--- src/rtl/serial_div_pkg.sv ---
// Shared definitions for the serial restoring divider: FSM state encoding and
// default operand/fraction widths.
package serial_div_pkg;

    typedef enum logic [1:0] {
        IDLE,
        CALC,
        DONE
    } state_t;

    localparam int unsigned DEFAULT_WIDTH = 8;
    localparam int unsigned DEFAULT_FRAC  = 0;

endpackage

--- src/rtl/serial_div_step.sv ---
// One restoring-division iteration: shift the next dividend bit into the
// partial remainder, trial-subtract the divisor, keep the difference if it
// did not go negative and emit the corresponding quotient bit.
module serial_div_step #(
    parameter int unsigned WIDTH = 8
) (
    input  logic [WIDTH:0]   rem_in,
    input  logic [WIDTH-1:0] divisor,
    input  logic             next_bit,
    output logic [WIDTH:0]   rem_out,
    output logic             q_bit
);

    logic [WIDTH+1:0] shifted;
    logic [WIDTH+1:0] divisor_ext;

    assign shifted     = {rem_in, next_bit};
    assign divisor_ext = (WIDTH+2)'(divisor);

    // Trial subtraction; a zero divisor always "fits", giving all-ones bits.
    always_comb begin
        q_bit   = (shifted >= divisor_ext);
        rem_out = q_bit ? (WIDTH+1)'(shifted - divisor_ext) : (WIDTH+1)'(shifted);
    end

endmodule

--- src/rtl/serial_div.sv ---
// Serial restoring divider with independent valid/ready handshakes on the
// dividend and divisor and a valid/ready result port.
// quotient = floor((x << FRAC) / y), one quotient bit per clock.
// Optional build macro SERIAL_DIV_SATURATE_EN: clamp overflowing results and
// divide-by-zero to all ones instead of returning the low WIDTH bits.
module serial_div
    import serial_div_pkg::*;
#(
    parameter int unsigned WIDTH = DEFAULT_WIDTH,
    parameter int unsigned FRAC  = DEFAULT_FRAC
) (
    input  logic [WIDTH-1:0] x,
    input  logic [WIDTH-1:0] y,
    output logic [WIDTH-1:0] quotient,
    input  logic             clk,
    input  logic             asyn_reset,
    input  logic             data_x_vld,
    output logic             data_x_rdy,
    input  logic             data_y_vld,
    output logic             data_y_rdy,
    output logic             d_out_vld,
    input  logic             d_out_rdy
);

    localparam int unsigned N  = WIDTH + FRAC;
    localparam int unsigned CW = $clog2(N + 1);

    state_t           state;
    state_t           state_next;

    logic             armed;
    logic             x_cap;
    logic             y_cap;
    logic [WIDTH-1:0] x_reg;
    logic [WIDTH-1:0] y_reg;
    logic [N-1:0]     dividend;
    logic [N-1:0]     qacc;
    logic [N-1:0]     qacc_next;
    logic [WIDTH:0]   rem;
    logic [WIDTH:0]   rem_next;
    logic             q_bit;
    logic [CW-1:0]    cnt;
    logic             last_step;
    logic             x_take;
    logic             y_take;
    logic [WIDTH-1:0] result;

    assign x_take    = data_x_vld && data_x_rdy;
    assign y_take    = data_y_vld && data_y_rdy;
    assign last_step = (cnt == CW'(N - 1));
    assign qacc_next = N'({qacc, q_bit});

    serial_div_step #(
        .WIDTH (WIDTH)
    ) u_step (
        .rem_in   (rem),
        .divisor  (y_reg),
        .next_bit (dividend[N-1]),
        .rem_out  (rem_next),
        .q_bit    (q_bit)
    );

`ifdef SERIAL_DIV_SATURATE_EN
    assign result = ((y_reg == '0) || ((qacc_next >> WIDTH) != '0)) ? '1 : qacc_next[WIDTH-1:0];
`else
    assign result = qacc_next[WIDTH-1:0];
`endif

    // State register.
    always_ff @(posedge clk or posedge asyn_reset) begin
        if (asyn_reset) begin
            state <= IDLE;
        end else begin
            state <= state_next;
        end
    end

    // Next-state logic: collect both operands, iterate N times, wait for consumer.
    always_comb begin
        state_next = state;
        case (state)
            IDLE:    if (x_cap && y_cap) state_next = CALC;
            CALC:    if (last_step)      state_next = DONE;
            DONE:    if (d_out_rdy)      state_next = IDLE;
            default: state_next = IDLE;
        endcase
    end

    // Output decode; readies are held low until the first edge after reset.
    always_comb begin
        data_x_rdy = 1'b0;
        data_y_rdy = 1'b0;
        d_out_vld  = 1'b0;
        case (state)
            IDLE: begin
                data_x_rdy = armed && !x_cap;
                data_y_rdy = armed && !y_cap;
            end
            DONE:    d_out_vld = 1'b1;
            default: ;
        endcase
    end

    // Operand capture, iteration datapath and registered result.
    always_ff @(posedge clk or posedge asyn_reset) begin
        if (asyn_reset) begin
            armed    <= 1'b0;
            x_cap    <= 1'b0;
            y_cap    <= 1'b0;
            x_reg    <= '0;
            y_reg    <= '0;
            dividend <= '0;
            qacc     <= '0;
            rem      <= '0;
            cnt      <= '0;
            quotient <= '0;
        end else begin
            armed <= 1'b1;
            case (state)
                IDLE: begin
                    if (x_take) begin
                        x_reg <= x;
                        x_cap <= 1'b1;
                    end
                    if (y_take) begin
                        y_reg <= y;
                        y_cap <= 1'b1;
                    end
                    // Flags are cleared on CALC entry; the readies stay low
                    // outside IDLE, so they re-assert exactly on return.
                    if (x_cap && y_cap) begin
                        x_cap    <= 1'b0;
                        y_cap    <= 1'b0;
                        dividend <= N'(x_reg) << FRAC;
                        qacc     <= '0;
                        rem      <= '0;
                        cnt      <= '0;
                    end
                end
                CALC: begin
                    rem      <= rem_next;
                    dividend <= dividend << 1;
                    qacc     <= qacc_next;
                    cnt      <= cnt + 1'b1;
                    if (last_step) begin
                        quotient <= result;
                    end
                end
                default: ;
            endcase
        end
    end

endmodule

--- config.mk ---
export PLATFORM = sky130hd
export DESIGN_NAME = serial_div
export DESIGN_NICKNAME = d
export VERILOG_FILES = /design/src/rtl/serial_div_pkg.sv /design/src/rtl/serial_div_step.sv /design/src/rtl/serial_div.sv
export SDC_FILE = /design/constraint.sdc
export NUM_CORES = 1
export LEC_CHECK = 0
export BUFFER_PORTS_ARGS = -buffer_cell sky130_fd_sc_hd__buf_2
export CORE_MARGIN = 5
export CORE_UTILIZATION = 52
export CTS_CLUSTER_SIZE = 28
export DETAILED_ROUTE_END_ITERATION = 10
export PLACE_DENSITY = 0.82
export SYNTH_ARGS = -nofsm -noshare
export SYNTH_HDL_FRONTEND = slang
export SYNTH_SLANG_ARGS = --single-unit
--- constraint.sdc ---
create_clock -name clk -period 2 [get_ports clk]
set_input_delay 0.2 -clock clk [delete_from_list [all_inputs] [get_ports clk]]
set_output_delay 0.2 -clock clk [all_outputs]
set_load 0.02 [all_outputs]
* Word-level counts from Yosys, hierarchy flattened
Index checks and enable logic that the tools add are counted.
** Cells by class
- Equality and inequality tests :: 6
- Order comparisons :: 1
- Bitwise operators :: 0
- Divide/modulo/power cells :: 0
- Shift-type cells :: 0
- Reduce and logical (&&, ||, !) cells :: 18
- $mul :: 0
- Add/subtract/negate cells :: 2
- Multiplexer cells :: 20
** Operator list (number)
- two-way mux 9 bit :: 2
- case mux 9 bit (2 select lines) :: 1
- case mux 8 bit (2 select lines) :: 1
- case mux 7 bit (2 select lines) :: 1
- AND reduction 2 bit :: 6
- greater-or-equal comparator 10 x 8 -> 1 bit :: 1
- subtractor 9 x 8 -> 9 bit :: 1
- two-way mux 8 bit :: 1
- case mux 4 bit (2 select lines) :: 1
- two-way mux 1 bit :: 7
- two-way mux 7 bit :: 1
- two-way mux 2 bit :: 3
- inequality test 2 bit, second input constant :: 3
- case mux 2 bit (3 select lines) :: 1
- nonzero test 2 bit :: 3
- logical AND 1 bit :: 5
- adder 4 x 1 -> 4 bit, second input constant :: 1
- == test 4 x 3 -> 1 bit, second input constant :: 1
- two-way mux 4 bit :: 1
- AND reduction 3 bit :: 1
- == test 2 x 1 -> 1 bit, second input constant :: 1
- == test 2 bit, second input constant :: 1
- logical NOT 1 bit :: 2
- logical NOT 2 bit :: 1
** Storage, ports and cells
- Register bits after elaboration :: 57
- Logic and storage cells :: 58
- ROM bits :: 0
- RAM bits :: 0
- Latch bits :: 0
- Memories kept :: 0

* Longest topological paths before layout
Gate-level depths: netlist of the first run.
- Depth after elaboration :: 6
- Gate-level depth with buffers :: 10

* By module
A second synthesis of the first run with hierarchy kept.
** Unflattened totals
- Cells, all modules :: 233
- Area total of the unflattened synthesis :: 2762.6 µm²
** By module, submodules not included
- serial_div :: times used 1, cells each 158, seq. area each 1426.4 µm², area each 2239.6 µm²
- serial_div_step :: times used 1, cells each 75, seq. area each 0.0 µm², area each 523.0 µm²

* Least setup slack after synthesis of the first run
No wires, ideal clock.
- Path kind :: reg2reg
- Start :: register rem[4]
- End :: register rem[3]
- Clock period less this slack :: 1.943 ns
- Stages on the path, launching flop included :: 9
- Data required time :: 1.896 ns
- Data arrival time :: 1.839 ns
- Path slack :: 0.057 ns
- Path through :: dfrtp_1 -> ha_1 -> and4_4 -> a21oi_4 -> nand2b_2 -> a211oi_4 -> buf_6 -> nand3_1 -> o311ai_1
** On the way
- Cells in the longest elaborated chain, start to end :: 3
** RTL lines
- from (decl) :: line serial_div.sv:39 : logic [WIDTH:0] rem;
- from (signal assigned) :: line serial_div.sv:141 : rem <= rem_next;
- greater-or-equal comparator 10 x 8 -> 1 bit :: line serial_div_step.sv:22 : q_bit = (shifted >= divisor_ext);
- two-way mux 9 bit :: line serial_div_step.sv:23 : rem_out = q_bit ? (WIDTH+1)'(shifted - divisor_ext) : (WIDTH+1)'(shifted);
- case mux 9 bit (2 select lines) :: line serial_div.sv:119 : case (state)
Every way passes these cells.
A chain may end at the register's enable or synchronous reset.

* Worst setup path after layout of the first run
- Start :: register rem[6]
- End :: register rem[4]
The elaborated chain is that of the path after synthesis.

==> impl_metrics.csv, run 1 <==
group,metric,value,unit
run_status,status,"finished with violations",
run_status,violations,"setup timing",
global_route,track_usage,18.1,%
cts,root_buffer,"clkbuf_8",
sta,tightest_slew,0.694,ns
global_route,overflow,0,
global_route,antenna_found_initial,0,
floorplan,start_util,52.8,%
synth,synth_edf_count,0,
finish,regMostFlops,"rem",
worst_setup_path,reg2reg_from,"rem[6]",
power,power.density,1970,mW/mm^2
synth,yosysUniqueCellTypes,41,
sta,holdWs,0.0727,ns
worst_setup_path,crit_family,"compound AO/OA/AOI/OAI gates",
worst_setup_path,worstSetupPathType,"flip-flop to flip-flop",
worst_setup_path,cp.buffers_inverters,2,
sta,slew_headroom,53.7,%
cts,holdBufCountCts,0,
worst_setup_path,startpoint_type,"flip-flop",
synth,synthFlopType,"dfrtp_1",
synth,syn_area_per_cell,11.4,um^2
global_route,grt_max_degree,58,
sta,hold_viol,0,
synth,synth_area,0.00266,mm^2
place,dp_hpwl,3680,um
finish,layout_commonest_cell,"dfrtp_1",
power,p_sw,2.52,mW
cts,cts_sinks,57,
finish,diodes,0,
drt,first_pass_iters,4,
finish,fillCellCount,405,
cts,clk_pin_slew,0.06,ns
synth,yosys_warnings,0,
power,p_sw_share,40.0,%
cts,clock_path_buffers,2,
worst_setup_path,critPathMaxFanout,4,
synth,ys_ff_latch,57,
synth,syn_nets,265,
sta,setup_viol,3,
drt,drcViolationCount,0,
power,ir_worst_vdd,0.000873,V
floorplan,coreArea,0.00504,mm^2
sta,fin_worst_skew,0.00455,ns
sta,finalMaxSlewViolations,0,
sta,tns,-0.0250,ns
cts,cts_buffers,9,
finish,syn2layout_area_growth,20.1,%
finish,utilization,63.4,%
drt,vias,1976,
finish,layout-drive-gt1-share,30.5,%
floorplan,die_y,81.5,um
place,port_buffers,31,
drt,post_drt_wl_per_cell,15.2,um
power,pwr-share-seq,33.2,%
worst_setup_path,crit_arrival,2.20,ns
sta,post-route-period-util,100,%
sta,rsz0062_at_grt,"yes",
floorplan,die_area,0.00665,mm^2
run,drv_cap,0,
worst_setup_path,r2r_slack,-0.009,ns
sta,min_period,2.01,ns
power,p_int,3.78,mW
floorplan,io_pins,32,
floorplan,num_rows,26,
worst_setup_path,r2r_cells,7,
worst_setup_path,cp-end-kind,"flip-flop",
cts,worstSkewPairLatency,0.32,ns
power,pwr-share-clk,13.2,%
drt,drt_iter0_drc,91,
finish,layout_common_cells,"dfrtp_1 (57), buf_2 (32), nor2_1 (21)",
finish,largest_register_ff_count,9,
sta,clock.fmax,498,MHz
floorplan,die_w,81.5,um
drt,ant_nets,0,
worst_setup_path,cp.required,2.20,ns
cts,cts_htree_levels,3,
power,leakage,1.52,nW
synth,synth_seq_area_share,53.6,%
worst_setup_path,worstPathCellList,"ha_1 > buf_4 > a21oi_1 > o21ai_2 > a211oi_4 > buf_2 > o311ai_1",
place,gp_congestion,0.915,
hold_path,hold_class,"input pin to asynchronous set/reset pin",
cts,cts_tree,"built",
worst_setup_path,reg2reg_to,"rem[4]",
global_route,grt_pass1_vias,2000,
synth,syn-instance-count,234,
power,p_comb_share,53.5,%
synth,synth-async-reset-ratio,100,%
worst_setup_path,cp_slowest_stage_delay,0.41,ns
finish,layout.nets,313,
global_route,grt_pass1_wl,8990,um
drt,viasPerCell,5.57,
sta,worst_slack,-0.00922,ns
power,total_power,6.30,mW
worst_setup_path,cpMaxStageDelayCell,"dfrtp_1",
drt,wirelength,5390,um
place,post-place-ws,-0.0697,ns
-- worst max path at each step --
stage | start | endpoint | depth (start not counted)
after CTS | y_reg[1] | rem[2] | 8
final | rem[6] | rem[4] | 7
after detailed placement | dividend[7] | rem[3] | 9
after global routing | y_reg[1] | rem[7] | 9
after floorplan | rem[4] | rem[3] | 8
after global placement | dividend[7] | rem[7] | 10
-- logic make-up (layout without fill, tap and decap cells) --
logic type | Yosys count | in the layout | synth area share [%]
and+or+nand+nor | 59 | 59 | 10.6
buffers and inverters | 22 | 73 | 3.48
muxes | 25 | 25 | 10.5
other | 1 | 1 | 0.141
adders and majority gates | 10 | 10 | 4.98
DFF | 57 | 57 | 53.6
xor gates and xnor gates | 5 | 5 | 1.65
AOI/OAI and AO/OA | 55 | 55 | 15.0
-- routing by layer --
metal / share of wire (%) / GRT usage (%) / wire length [um] / vias to the layer above
li1: - / - / - / 926
met1: 44 / 21.6 / 2350 / 990
met2: 50 / 30.0 / 2680 / 44
met3: 3.3 / 3.18 / 179 / 16
met4: 3.3 / 11.8 / 179 / 0
met5: 0 / 0 / 0 / -
-- layout make-up --
cell class | count | area, um^2 | area share, %
clock buffers | 13 | 139 | 4.35
clock inverters | 1 | 5.00 | 0.157
inverters | 14 | 52.6 | 1.64
multi-input cells | 155 | 1210 | 37.9
flip-flops and latches | 57 | 1430 | 44.6
well taps | 70 | 87.6 | 2.74
repair buffers | 45 | 274 | 8.57
-- synth_stat cells, types with 2 or more instances --
cell      count  area, um^2
and4_4        2        22.5
o31ai_1       2        15.0
a32oi_1       2        17.5
nor2_1       21        78.8
nor2b_1       3        18.8
a21oi_1       8        40.0
mux2_2       13         146
o22ai_1       7        43.8
buf_2         2        10.0
o21a_1        3        22.5
nand2b_1      2        12.5
dfrtp_1      57        1430
o21ai_1       5        25.0
nand2_1      19        71.3
xnor2_1       3        26.3
a22o_1        7        61.3
ha_1          9         113
xor2_1        2        17.5
clkbuf_1      5        18.8
mux2_1       10         113
o311ai_1      4        35.0
mux2i_1       2        20.0
inv_1        14        52.6
nand3_1       7        35.0
a21o_1        3        22.5
o21ai_0       7        35.0
-- metrics by stage --
step | instance area [um^2] | std cells
floorplan | 2660 | 234
global placement | 2970 | 340
detailed placement | 2970 | 340
CTS | 3180 | 355
global route | 3200 | 355
finish | 3200 | 355
-- worst min-delay path, delay by kind of cell --
kind                   cells  cell delay (ns)
buffers and inverters      3             0.68
-- repair_timing --
item / in CTS / in global routing
cloned: 1 / 0
setup endpoints to repair: 8 / 11
gates resized for setup: 11 / 3
buffers inserted: 0 / 0
pin swaps: 3 / 2
-- power by group through the flow --
stage / logic, mW / clock network, mW / registers [mW]
floorplan: 2.18 / 0 / 2.06
global placement: 2.94 / 0 / 2.05
detailed placement: 3.07 / 0 / 2.09
CTS: 3.30 / 0.858 / 2.09
global route: 3.72 / 0.921 / 2.16
finish: 3.37 / 0.832 / 2.09
(Power assumes the default switching activity.)
==> run 2: changes to the inputs <==
- CORE_UTILIZATION: 52 -> 45
- PLACE_DENSITY: 0.82 -> 0.74
==> run 2 against run 1 <==
Effect of this change:
- the run still ends with setup timing left
- worst hold slack improved by 0.0038 ns
- die area grew 14%
- register-to-register slack about the same
- clock power up 25%
- largest power group unchanged
==> impl_metrics.csv, run 2 (synthesized netlist as in run 1, its figures left out) <==
group,metric,value,unit
worst_setup_path,worstSetupPathType,"flip-flop to flip-flop",
drt,post_drt_wl_per_cell,14.8,um
global_route,grt_pass1_wl,9270,um
worst_setup_path,startpoint_type,"flip-flop",
finish,layout-drive-gt1-share,33.2,%
finish,largest_register_ff_count,9,
power,total_power,6.59,mW
floorplan,start_util,45.5,%
finish,fin_area,0.00333,mm^2
floorplan,die_y,86.9,um
finish,diodes,0,
sta,worst_slack,-0.00196,ns
sta,clock.fmax,500,MHz
worst_setup_path,cpMaxStageDelayCell,"dfrtp_1",
run,drv_cap,0,
worst_setup_path,cp.required,2.21,ns
power,power.density,1970,mW/mm^2
finish,multi_input_comb_area,0.00126,mm^2
sta,finalMaxSlewViolations,0,
power,p_sw,2.59,mW
floorplan,die_w,86.9,um
cts,root_buffer,"clkbuf_8",
worst_setup_path,cp_slowest_stage_delay,0.41,ns
worst_setup_path,cp.buffers_inverters,1,
sta,hold_viol,0,
sta,tns,-0.00196,ns
cts,cts_tree,"built",
finish,layout_commonest_cell,"dfrtp_1",
drt,wirelength,5420,um
global_route,grt_pass1_vias,2043,
worst_setup_path,cp-end-kind,"flip-flop",
cts,cts_buffers,9,
global_route,track_usage,15.8,%
drt,first_pass_iters,4,
drt,ant_nets,0,
place,port_buffers,31,
floorplan,coreArea,0.00585,mm^2
floorplan,num_rows,28,
power,ir_worst_vdd,0.000862,V
finish,syn2layout_area_growth,25.3,%
place,gp_congestion,0.851,
power,pwr-share-seq,31.8,%
finish,layout.area.seq,0.00143,mm^2
floorplan,die_area,0.00755,mm^2
drt,drcViolationCount,0,
cts,worstSkewPairLatency,0.33,ns
drt,drt_iter0_drc,133,
cts,clk_pin_slew,0.07,ns
place,dp_hpwl,3510,um
power,p_int,3.99,mW
worst_setup_path,crit_arrival,2.21,ns
finish,layout_common_cells,"dfrtp_1 (57), buf_2 (31), nor2_1 (21)",
worst_setup_path,worstPathCellList,"ha_4 > fa_2 > nor2b_2 > o21ai_1 > nand2b_1 > a211oi_4 > buf_6 > a32oi_1 > o31ai_1",
floorplan,io_pins,32,
power,leakage,1.56,nW
worst_setup_path,crit_family,"adder cells",
drt,vias,1986,
cts,cts_sinks,57,
sta,min_period,2.00,ns
sta,fin_worst_skew,0.00495,ns
finish,fillCellCount,491,
finish,regMostFlops,"rem",
finish,layout.nets,318,
run_status,violations,"setup timing",
cts,cts_htree_levels,3,
sta,setup_viol,1,
power,pwr-share-clk,15.7,%
power,p_sw_share,39.4,%
hold_path,hold_class,"input pin to flip-flop",
sta,post-route-period-util,100,%
global_route,overflow,0,
global_route,antenna_found_initial,0,
worst_setup_path,critPathMaxFanout,6,
place,dpl_cell_area,0.00298,mm^2
cts,clock_path_buffers,2,
power,p_comb_share,52.5,%
global_route,grt_max_degree,58,
finish,utilization,57.0,%
run_status,status,"finished with violations",
sta,rsz0062_at_grt,"yes",
drt,viasPerCell,5.41,
## run 2: worst register-to-register path: cells and delay by family (launching register included)
kind            cells  cell delay, ns
flops               1            0.41
compound gates      4            0.46
buf+inv             1            0.15
simple gates        2            0.28
fa+ha+maj           2            0.59
## run 2: worst paths after layout
kind                                  start     endpoint  slack [ns]  cells after the start
worst max register to register     y_reg[0]       rem[5]      -0.002                      9
min in group asynchronous        asyn_reset  quotient[1]        0.46                      4
worst min-delay path                   y[5]     y_reg[5]        0.08                      2
max in group asynchronous        asyn_reset        y_cap        1.29                      4
worst min register to register  quotient[3]  quotient[3]        0.48                      1
worst max-delay path               y_reg[0]       rem[5]      -0.002                      9
## run 2: routing by layer
layer	share of wire, %	GRT usage [%]	up-vias
li1	-	-	934
met1	42	19.4	989
met2	50	24.8	46
met3	5.1	4.92	17
met4	2.8	8.07	0
met5	0	0	-
## run 2: layout make-up
type                    instances  share of cell area, %
flip-flops and latches         57                   42.8
repair buffers                 50                   9.49
inverters                      14                   1.58
clock inverters                 5                   1.69
multi-input cells             155                   37.7
well taps                      75                   2.81
clock buffers                  11                   3.94
## run 2: metrics by stage
| stage | cells | hold WS (ns) | setup WS, ns |
|---|---|---|---|
| 2_1_floorplan | 234 | 0.332 | 0.0568 |
| 3_3_place_gp | 345 | 0.278 | 0.00753 |
| 3_5_place_dp | 345 | 0.282 | -0.0477 |
| 4_1_cts | 362 | 0.0699 | 0.00813 |
| 5_1_grt | 367 | 0.0691 | -0.112 |
| 6_report | 367 | 0.0765 | -0.00196 |
## run 2: power by group through the flow
stage | Clock (mW) | Sequential [mW] | Combinational, mW
finish | 1.04 | 2.09 | 3.45
global route | 1.11 | 2.16 | 3.83
CTS | 1.05 | 2.09 | 3.12
detailed placement | 0 | 2.08 | 2.99
global placement | 0 | 2.06 | 2.89
floorplan | 0 | 2.06 | 2.18
## run 2: timing repair
action                                  in CTS  in global routing
setup buffers                                0                  5
hold buffers                                 1                  0
resized for setup                            5                 12
endpoints found under the setup margin       4                 10
pin swaps                                    0                  6
hold endpoints to repair                    57                  0
==> run 3: changes to the inputs <==
- REMOVE_ABC_BUFFERS: default -> 1
- TNS_END_PERCENT: default -> 1
==> run 3 against run 2 <==
Effect of this change:
- the flow now finishes without violations
- fmax increased by 1.7%
- power down 0.50%
- count of clock-buffer cells in the layout is 1 lower
- sequential power about the same
- via count decreased by 2.2%
- largest power group unchanged
- sequential cell count unchanged
- core utilization fell by 0.11 points
- cell area is 0.19% lower
- combinational power decreased by 1%
- die area did not move
==> impl_metrics.csv, run 3 (synthesized netlist as in run 1, its figures left out) <==
group,metric,value,unit
finish,diodes,0,
power,leakage,1.56,nW
hold_path,hold_class,"input pin to flip-flop",
power,p_sw,2.53,mW
worst_setup_path,cp_slowest_stage_delay,0.41,ns
finish,layout_commonest_cell,"dfrtp_1",
cts,clock_path_buffers,2,
worst_setup_path,cp.buffers_inverters,2,
cts,clk_pin_slew,0.07,ns
floorplan,die_area,0.00755,mm^2
drt,vias,1942,
finish,layout-drive-gt1-share,33.1,%
cts,root_buffer,"clkbuf_8",
power,pwr-share-clk,16.1,%
cts,cts_tree,"built",
sta,post-route-period-util,98.4,%
sta,rsz0062_at_grt,"yes",
drt,wirelength,5280,um
worst_setup_path,cp-end-kind,"flip-flop",
power,p_int,4.02,mW
floorplan,num_rows,28,
power,pwr-share-seq,31.9,%
drt,viasPerCell,5.32,
global_route,grt_max_degree,58,
power,p_sw_share,38.6,%
place,dpl_cell_area,0.00302,mm^2
cts,cts_htree_levels,3,
floorplan,start_util,45.5,%
global_route,antenna_found_initial,0,
floorplan,coreArea,0.00585,mm^2
worst_setup_path,crit_family,"compound AO/OA/AOI/OAI gates",
place,gp_congestion,0.815,
place,port_buffers,31,
place,dp_hpwl,3570,um
worst_setup_path,worstPathCellList,"inv_1 > ha_4 > and4_4 > a21oi_4 > nand2b_2 > a211oi_4 > buf_12 > mux2i_1 > o21ai_1",
drt,first_pass_iters,4,
drt,drt_iter0_drc,91,
cts,cts_sinks,57,
sta,finalMaxSlewViolations,0,
sta,setup_viol,0,
sta,clock.fmax,508,MHz
floorplan,io_pins,32,
floorplan,die_w,86.9,um
global_route,grt_pass1_vias,2020,
drt,post_drt_wl_per_cell,14.5,um
place,dp_cells,348,
drt,drcViolationCount,0,
drt,ant_nets,0,
finish,syn2layout_area_growth,25.1,%
cts,cts_buffers,9,
cts,worstSkewPairLatency,0.33,ns
power,ir_worst_vdd,0.00119,V
finish,layout.nets,317,
run,drv_cap,0,
worst_setup_path,r2r_slack,0.03,ns
worst_setup_path,cpMaxStageDelayCell,"dfrtp_1",
finish,layout_common_cells,"dfrtp_1 (56), buf_2 (31), nor2_1 (21)",
finish,final_cells,365,
worst_setup_path,worstSetupPathType,"flip-flop to flip-flop",
global_route,grt_pass1_wl,9030,um
finish,fin_area,0.00333,mm^2
finish,largest_register_ff_count,9,
finish,regMostFlops,"rem",
worst_setup_path,startpoint_type,"flip-flop",
power,total_power,6.55,mW
worst_setup_path,critPathMaxFanout,17,
power,p_comb_share,52.0,%
sta,fin_worst_skew,0.00562,ns
floorplan,die_y,86.9,um
global_route,overflow,0,
worst_setup_path,crit_arrival,2.18,ns
sta,min_period,1.97,ns
run_status,status,"completed",
global_route,track_usage,15.5,%
worst_setup_path,cp.required,2.21,ns
sta,hold_viol,0,
power,power.density,1970,mW/mm^2
run 3: cell types whose count changed in the layout (fill, tap and decap cells not counted), sizes merged:
cell,previous run,this run
buf,49,48
clkbuf,11,10
run 3: cell type report:
| class | count | area (um^2) |
|---|---|---|
| clock buffer | 10 | 138 |
| clock inverter | 5 | 56.3 |
| fill | 490 | 2520 |
| inverter | 14 | 52.6 |
| multi-input combinational | 155 | 1240 |
| sequential | 57 | 1430 |
| tap | 75 | 93.8 |
| timing repair buffer | 49 | 318 |
run 3: timing repair:
| action | CTS | global route |
|---|---|---|
| endpoints found under the hold margin | 57 | 0 |
| setup endpoints to repair | 8 | 10 |
| setup buffers | 1 | 0 |
| pin swaps | 1 | 1 |
| hold buffers | 1 | 0 |
| gates resized for setup | 7 | 7 |
run 3: power by group through the flow:
stage	Sequential, mW	Combinational [mW]	Clock [mW]
floorplan	2.06	2.08	0
global placement	2.05	3.03	0
detailed placement	2.07	3.12	0
CTS	2.08	3.34	1.09
global route	2.16	3.79	1.14
finish	2.09	3.41	1.05
run 3: final timing paths:
path | from | endpoint | depth (start not counted)
setup / recovery | y_reg[1] | rem[2] | 9
hold / removal | y[5] | y_reg[5] | 2
setup reg to reg | y_reg[1] | rem[2] | 9
hold reg to reg | quotient[6] | quotient[6] | 1
max in group asynchronous | asyn_reset | rem[0] | 4
min in group asynchronous | asyn_reset | qacc[5] | 4
run 3: metal layers:
metal | part of all wire (%) | track usage, %
met4 | 2.2 | 6.66
met3 | 4.5 | 4.82
met2 | 49 | 24.6
met1 | 45 | 19.4
met5 | 0 | 0
run 3: per-stage QoR:
step / TNS, ns / hold WS, ns / utilization, % / setup slack, ns
2_1_floorplan: -0.222 / 0.332 / - / -0.112
3_3_place_gp: 0 / 0.277 / 51.5 / 0.00885
3_5_place_dp: -0.205 / 0.278 / 51.5 / -0.0624
4_1_cts: -0.00725 / 0.0636 / 56.2 / -0.00725
5_1_grt: -0.314 / 0.0730 / 56.9 / -0.0909
6_report: 0 / 0.0842 / 56.9 / 0.0311
